<file path="src/rtl/exu_longp_wbck_sched.sv">
// Long-pipe write-back scheduler.
// Long-pipe units (LSU, MULDIV, CGRA) can complete out of order relative to
// OITF allocation. Each requester has a one-entry completion buffer. A buffered
// completion is released only when its itag equals the OITF retire pointer, so
// completions leave strictly in program order. The released completion retires
// the OITF entry that cycle and is presented one cycle later on a registered
// write-back or exception port.
module exu_longp_wbck_sched #(
    parameter int N_REQ   = 3,
    parameter int ITAG_W  = 2,
    parameter int RFIDX_W = 5,
    parameter int XLEN    = 32,
    parameter int PC_W    = 32
) (
    input  logic                      clk,
    input  logic                      rst,
    input  logic                      flush,

    // completions from the long-pipe units, one slice per requester
    input  logic [N_REQ-1:0]          req_valid,
    output logic [N_REQ-1:0]          req_ready,
    input  logic [N_REQ*ITAG_W-1:0]   req_itag,
    input  logic [N_REQ*XLEN-1:0]     req_wdat,
    input  logic [N_REQ-1:0]          req_err,

    // oldest OITF entry
    input  logic                      oitf_empty,
    input  logic [ITAG_W-1:0]         oitf_ret_ptr,
    input  logic [RFIDX_W-1:0]        oitf_ret_rdidx,
    input  logic                      oitf_ret_rdwen,
    input  logic                      oitf_ret_rdfpu,
    input  logic [PC_W-1:0]           oitf_ret_pc,
    output logic                      oitf_ret_ena,

    // regfile write-back port
    output logic                      wbck_valid,
    input  logic                      wbck_ready,
    output logic [XLEN-1:0]           wbck_wdat,
    output logic [RFIDX_W-1:0]        wbck_rdidx,
    output logic                      wbck_rdfpu,

    // long-pipe exception port
    output logic                      excp_valid,
    input  logic                      excp_ready,
    output logic [PC_W-1:0]           excp_pc
);

    // Output stage: idle, holding a write-back, or holding an exception.
    typedef enum logic [1:0] {
        ST_IDLE = 2'd0,
        ST_WBCK = 2'd1,
        ST_EXCP = 2'd2
    } state_e;

    state_e               state_q, state_d;

    // Per-requester completion buffers
    logic [N_REQ-1:0]     buf_vld_q, buf_vld_d;
    logic [ITAG_W-1:0]    buf_itag_q [N_REQ];
    logic [XLEN-1:0]      buf_wdat_q [N_REQ];
    logic [N_REQ-1:0]     buf_err_q;

    // Registered output payload
    logic [XLEN-1:0]      wbck_wdat_q;
    logic [RFIDX_W-1:0]   wbck_rdidx_q;
    logic                 wbck_rdfpu_q;
    logic [PC_W-1:0]      excp_pc_q;

    logic [N_REQ-1:0]     match;
    logic [N_REQ-1:0]     win_oh;
    logic [XLEN-1:0]      win_wdat;
    logic                 win_err;
    logic                 can_take;
    logic                 take;
    logic [N_REQ-1:0]     pop;
    logic [N_REQ-1:0]     cap;

    // Compare every valid buffer against the oldest OITF entry.
    always_comb begin
        // NOTE: every signal written in a combinational block gets a default
        // first; a path that leaves it unassigned would infer a latch.
        match = '0;
        for (int i = 0; i < N_REQ; i++) begin
            match[i] = buf_vld_q[i]
                     & (buf_itag_q[i] == oitf_ret_ptr)
                     & ~oitf_empty;
        end
    end

    // Isolate the lowest-index match; several matches cannot happen with a
    // well-behaved OITF, this only keeps the choice deterministic.
    assign win_oh  = match & (~match + N_REQ'(1));
    assign win_err = |(win_oh & buf_err_q);

    // Select the winning buffer's result data.
    always_comb begin
        win_wdat = '0;
        for (int i = 0; i < N_REQ; i++) begin
            if (win_oh[i]) begin
                win_wdat = win_wdat | buf_wdat_q[i];
            end
        end
    end

    // A new completion may enter the output stage when it is empty or when the
    // held write-back is being accepted this cycle; an exception blocks it.
    assign can_take     = (state_q == ST_IDLE) | ((state_q == ST_WBCK) & wbck_ready);
    assign take         = can_take & (|match) & ~flush & ~rst;
    assign pop          = win_oh & {N_REQ{take}};
    assign oitf_ret_ena = take;

    // A buffer is free when empty or when it is being drained this cycle.
    assign req_ready = (~buf_vld_q | pop) & {N_REQ{~flush}};
    assign cap       = req_valid & req_ready;
    assign buf_vld_d = (buf_vld_q & ~pop) | cap;

    // Next state of the output stage.
    always_comb begin
        state_d = state_q;
        unique case (state_q)
            ST_IDLE, ST_WBCK: begin
                if ((state_q == ST_WBCK) && wbck_ready) begin
                    state_d = ST_IDLE;
                end
                if (take) begin
                    if (win_err) begin
                        state_d = ST_EXCP;
                    end else if (oitf_ret_rdwen) begin
                        state_d = ST_WBCK;
                    end else begin
                        state_d = ST_IDLE;
                    end
                end
            end
            ST_EXCP: begin
                if (excp_ready) begin
                    state_d = ST_IDLE;
                end
            end
            default: state_d = ST_IDLE;
        endcase
    end

    // Control state and output payload; reset beats flush, flush beats update.
    always_ff @(posedge clk) begin
        // NOTE: sequential state is updated with non-blocking assignments so
        // every register samples the pre-edge values of the others.
        if (rst) begin
            state_q      <= ST_IDLE;
            buf_vld_q    <= '0;
            wbck_wdat_q  <= '0;
            wbck_rdidx_q <= '0;
            wbck_rdfpu_q <= 1'b0;
            excp_pc_q    <= '0;
        end else if (flush) begin
            state_q      <= ST_IDLE;
            buf_vld_q    <= '0;
            wbck_wdat_q  <= '0;
            wbck_rdidx_q <= '0;
            wbck_rdfpu_q <= 1'b0;
            excp_pc_q    <= '0;
        end else begin
            state_q   <= state_d;
            buf_vld_q <= buf_vld_d;
            if (take) begin
                wbck_wdat_q  <= win_wdat;
                wbck_rdidx_q <= oitf_ret_rdidx;
                wbck_rdfpu_q <= oitf_ret_rdfpu;
                excp_pc_q    <= oitf_ret_pc;
            end
        end
    end

    // Buffer payload capture on each accepted completion.
    always_ff @(posedge clk) begin
        // NOTE: the payload needs no reset; it is only looked at while the
        // matching buf_vld_q bit is set, and that bit is reset.
        for (int i = 0; i < N_REQ; i++) begin
            if (cap[i]) begin
                buf_itag_q[i] <= req_itag[i*ITAG_W +: ITAG_W];
                buf_wdat_q[i] <= req_wdat[i*XLEN +: XLEN];
                buf_err_q[i]  <= req_err[i];
            end
        end
    end

    assign wbck_valid = (state_q == ST_WBCK);
    assign excp_valid = (state_q == ST_EXCP);
    assign wbck_wdat  = wbck_wdat_q;
    assign wbck_rdidx = wbck_rdidx_q;
    assign wbck_rdfpu = wbck_rdfpu_q;
    assign excp_pc    = excp_pc_q;

    // Retire pulses never fire against an empty OITF.
    assert property (@(posedge clk) disable iff (rst) oitf_ret_ena |-> !oitf_empty);

    // A write-back stays put until it is accepted (a flush may drop it).
    assert property (@(posedge clk) disable iff (rst)
        (wbck_valid && !wbck_ready && !flush) |=> (wbck_valid && $stable(wbck_wdat)));

endmodule
</file>
<file path="config.mk">
export PLATFORM = sky130hd
export DESIGN_NAME = exu_longp_wbck_sched
export DESIGN_NICKNAME = d
export VERILOG_FILES = /design/src/rtl/exu_longp_wbck_sched.sv
export SDC_FILE = /design/constraint.sdc
export NUM_CORES = 1
export LEC_CHECK = 0
export CORE_UTILIZATION = 45
export CTS_CLUSTER_DIAMETER = 30
export DETAILED_ROUTE_END_ITERATION = 6
export PLACE_DENSITY = 0.84
export SLEW_MARGIN = 20
export SYNTH_ARGS = -nofsm -noshare
export SYNTH_HDL_FRONTEND = slang
export SYNTH_SLANG_ARGS = --single-unit
</file>
<file path="constraint.sdc">
create_clock -name clk -period 9.2 [get_ports clk]
set_clock_uncertainty 0.2 [all_clocks]
set_input_delay 2.76 -clock clk [delete_from_list [all_inputs] [get_ports clk]]
set_output_delay 2.76 -clock clk [all_outputs]
set_load 0.005 [all_outputs]
</file>
# Yosys cells after proc, flatten, opt, wreduce, memory -nomap -nowiden
# Memory sizes are Yosys's and may differ from the RTL's.
# Cells that the tools add are included.
# word_totals
regBits,78
ramBits,102
in_bits,155
out_inout_bits,76
word_cells,68
memories,2
# op_classes
addsub,1
eq_ne,7
n_mux,15
bitwise,27
reduce_logical,7
# mem_list
memory,words,word_bits,rd,rd_clocked_by_memory_dff,write_ports,line,source
buf_wdat_q,3,32,3,0,3,60,logic [XLEN-1:0] buf_wdat_q [N_REQ];
buf_itag_q,3,2,3,0,3,59,logic [ITAG_W-1:0] buf_itag_q [N_REQ];
# op_table
op,n
32-bit 2-to-1 mux,3
32-bit bitwise OR,2
3-bit bitwise AND,6
1-bit bitwise AND,10
3-bit NOT,3
2-bit 2-to-1 mux,4
1-bit 2-to-1 mux,7
2-bit equality test,3
3-bit bitwise OR,2
3-bit OR reduction,2
2-bit case mux with 2 select lines,1
2-bit OR reduction,2
3-bit by 1-bit adder with 3-bit output (second input constant),1
3-bit != test (second input constant),1
1-bit NOT,3
2-bit by 1-bit equality test with 1-bit output (second input constant),1
2-bit equality test (second input constant),1
2-bit logical NOT,1
2-bit by 1-bit != test with 1-bit output (second input constant),1
2-bit AND reduction,1
1-bit logical AND,1
1-bit bitwise OR,1

# Logic depth before layout (Yosys ltp)
# An unclocked memory read counts as a cell.
# logic_depth
word_depth,14
ltp_mapped,8
mapped_depth_nobuf,6

# Worst setup path after synthesis
# Ideal clock, no wire load.
# synth_timing
path_type,in2out
from,input flush
to,output oitf_ret_ena
t_arrival_ps,3860
required_time_ps,6240
path_slack_ps,2380
path_stages,6
path_buffers,2
cell_sequence,or2_1 > clkbuf_1 > nor3_2 > o31ai_4 > inv_2 > clkbuf_1
# synth_via
elab_chain_cells,3
# synth_rtl
element,line,source
from (decl),17,"input logic flush,"
1-bit NOT,108,assign take = can_take & (|match) & ~flush & ~rst;
1-bit bitwise AND (2 in series),108,
to (decl),33,"output logic oitf_ret_ena,"
# No other way between the ends.

# Worst setup path in the final report
# layout_timing
from,input oitf_ret_ptr[0]
to,output req_ready[1]
# layout_via
elab_chain_cells,10
elab_cells_between_ends,19
cone_classes,add/sub: 1; eq/ne: 3; bitwise: 14; reduce/logical: 1
# layout_rtl
element,line,source
from (decl),28,"input logic [ITAG_W-1:0] oitf_ret_ptr,"
branches (longest 7 deep; another with 3-bit by 1-bit adder with 3-bit output),-,
3-bit bitwise AND (*),109,assign pop = win_oh & {N_REQ{take}};
3-bit bitwise OR (*),113,assign req_ready = (~buf_vld_q | pop) & {N_REQ{~flush}};
3-bit bitwise AND (*),113,
to (decl),21,"output logic [N_REQ-1:0] req_ready,"
# Mark *: on every way between the ends.

==> impl_metrics.py <==
metrics = {
    "route": {
        "firstDrtPassIters": 5,
        "drt-total-wl_um": 18100,
        "ant_nets": 0,
        "via_per_inst": 5.43,
        "drcViolationCount": 0,
        "wl_per_cell_um": 18.9,
        "vias": 5192,
        "dr.first_iter.drc_count": 291,
    },
    "layout": {
        "layout-drive-gt1-share_pct": 6.18,
        "fin_area_mm2": 0.00959,
        "diodes": 0,
        "syn2layout_area_growth_pct": 45.8,
        "final_nets": 919,
    },
    "cts": {
        "clock_sinks": 180,
        "clkLatencyLatePin_ps": 430,
        "post_cts_resized": 0,
        "clock_path_buffers": 2,
        "ctsHoldBuffers": 0,
        "root_buffer": "clkbuf_16",
        "path_clk_slew_ps": 60,
        "cts_setup_buffers": 0,
        "numCtsBuffers": 17,
        "htreeDepth": 4,
        "cts_tree": "done",
    },
    "place": {
        "placed_area_mm2": 0.00900,
        "io_buffers": 230,
        "place_congestion": 0.855,
        "dp_hpwl_um": 12500,
    },
    "floorplan": {
        "die_h_um": 123,
        "die_x_um": 123,
        "start_util_pct": 46.8,
        "rows": 43,
        "core_area_mm2": 0.0140,
        "die_area_mm2": 0.0151,
        "io_pins": 231,
    },
    "grt": {
        "grtUsageTotal_pct": 24.5,
        "grt_max_degree": 104,
        "antenna_found_initial": 0,
        "grt_pass1_vias": 5174,
        "grt.overflow.total": 0,
        "grt_pass1_wl_um": 27200,
    },
    "min_path": {
        "holdPathStages": 2,
        "hold_path.class": "flip-flop to flip-flop",
    },
    "power_and_ir_drop": {
        "finalPower_mw": 1.71,
        "vdd_drop_max_v": 0.000133,
        "p_leak_nw": 3.30,
        "powerDensity_mw_per_mm2": 178,
    },
    "worst_setup_path": {
        "path_class": "input pin to output pin",
        "reg2reg_depth": 5,
        "r2r_slack_ps": 6250,
        "worstPathRequired_ps": 6240,
        "cp-start-kind": "input pin",
        "cp_max_fo": 13,
        "cp.arrival_ps": 5090,
        "setup.worst_path.end_class": "output pin",
    },
    "yosys": {
        "synth_area_leaders": "edfxtp_1 (48%), dfxtp_1 (23%), nand3_1 (6.5%)",
        "synth_area_per_cell_um2": 12.0,
        "ys_ff_latch": 180,
        "ys_warn_count": 0,
        "syn_nets": 701,
        "syn_area_mm2": 0.00658,
        "synth_top_area_cell": "edfxtp_1",
        "ys_seq_area_share_pct": 70.8,
        "yosysTopAreaCellShare_pct": 47.9,
        "synthCells": 546,
        "synth.distinct_cells": 35,
        "synthArstFlopShare_pct": 0,
        "ys.flop_type": "edfxtp_1",
        "synth_edf_count": 105,
    },
    "timing": {
        "fin_crit_sh_pct": 87.5,
        "fmax_mhz": 124,
        "worstMarginPinSlew_ps": 1040,
        "final_hold_viol_count": 0,
        "rsz0062_at_grt": "false",
        "setup_tns_ps": 0,
        "fin_crit_ps": 8050,
        "setup-violations-final": 0,
        "slew_violations": 0,
        "max_slew_margin_pct": 30.9,
    },
    "job": {
        "max_cap_violations": 0,
    },
    "status": {
        "status": "finished, final reports clean",
    },
}
cells in the final DEF, fill, tap and decap left out, types with 2 or more instances in the layout:
cell type and instances:
and2_2 3, clkdlybuf4s50_1 230, a211o_1 9, clkbuf_16 17, o21ai_0 20, clkinvlp_4 5, o21ai_1 3, clkinv_2 2
dfxtp_1 75, nor2b_1 4, xnor2_1 4, a21oi_1 53, xor2_1 2, nor2_1 16, buf_4 8, o2bb2ai_1 24
inv_8 2, nand3_1 86, bufinv_16 2, edfxtp_1 105, nand2_1 85
registers in the layout, indices dropped and copies added (netlist names):
| register | count |
|---|---|
| buf_wdat_q | 96 |
| excp_pc | 32 |
| wbck_wdat | 32 |
| buf_itag_q | 6 |
| wbck_rdidx | 5 |
| buf_err_q | 3 |
| buf_vld_q | 3 |
| state_q | 2 |
| wbck_rdfpu | 1 |
worst paths after layout:
path,from,endpoint
setup / recovery,oitf_ret_ptr[0],req_ready[1]
hold / removal,wbck_wdat[14],wbck_wdat[14]
setup reg to reg,buf_itag_q[0][3],buf_wdat_q[0][33]
hold reg to reg,wbck_wdat[14],wbck_wdat[14]
where the power goes:
part           internal [mW]  switching (mW)
Combinational         0.0713          0.0444
Sequential             0.878         0.00739
Clock                  0.402           0.308
Total                   1.35           0.360
cells by family after synthesis:
logic type | synth area share (%)
buffers and inverters | 3.14
AOI/OAI and AO/OA | 11.0
xor gates and xnor gates | 0.799
DFF | 70.8
and+or+nand+nor | 14.3
through the flow:
step                hold WS (ps)  utilization [%]  cells  setup WS (ps)
finish                       255             68.3    957           1150
floorplan                    248                -    546           2380
CTS                          259             68.3    957           1150
detailed placement           248             64.1    925           1140
global placement             240             63.9    924           1320
global route                 272             68.3    957           1010
layer usage:
| layer | routed length [um] | GRT usage, % | vias to the layer above |
|---|---|---|---|
| met1 | 6770 | 28.3 | 2461 |
| met2 | 9100 | 42.5 | 299 |
| li1 | - | - | 2409 |
| met5 | 0 | 0 | - |
| met4 | 347 | 9.22 | 0 |
| met3 | 1910 | 7.93 | 23 |
synth_stat cells, types with 2 or more instances:
library cell and count:
o21ai_0 20, nor2_1 17, xnor2_1 4, buf_6 2, a21oi_1 53, edfxtp_1 105, nor2b_1 4, buf_2 6
nand2_1 85, buf_4 7, and2_1 3, o2bb2ai_1 24, dfxtp_1 75, nand3_1 86, buf_1 2, clkbuf_1 23
o21ai_1 3, a211o_1 9, xor2_1 2
critical path, stage by stage:
cell and delay, ps:
clkdlybuf4s50_1 490, xnor2_1 250, nand4b_1 550, a31oi_1 450
nor2_1 110, clkdlybuf4s50_1 480
area by class of cell:
cell class              instances  area (um^2)
clock buffers                  17          425
clock inverters                15          156
fillers                       994         4460
inverters                       2         7.51
multi-input cells             324         1730
flip-flops and latches        180         4650
well taps                     180          225
repair buffers                239         2390
Note: power is estimated with default switching activity, not from simulation.
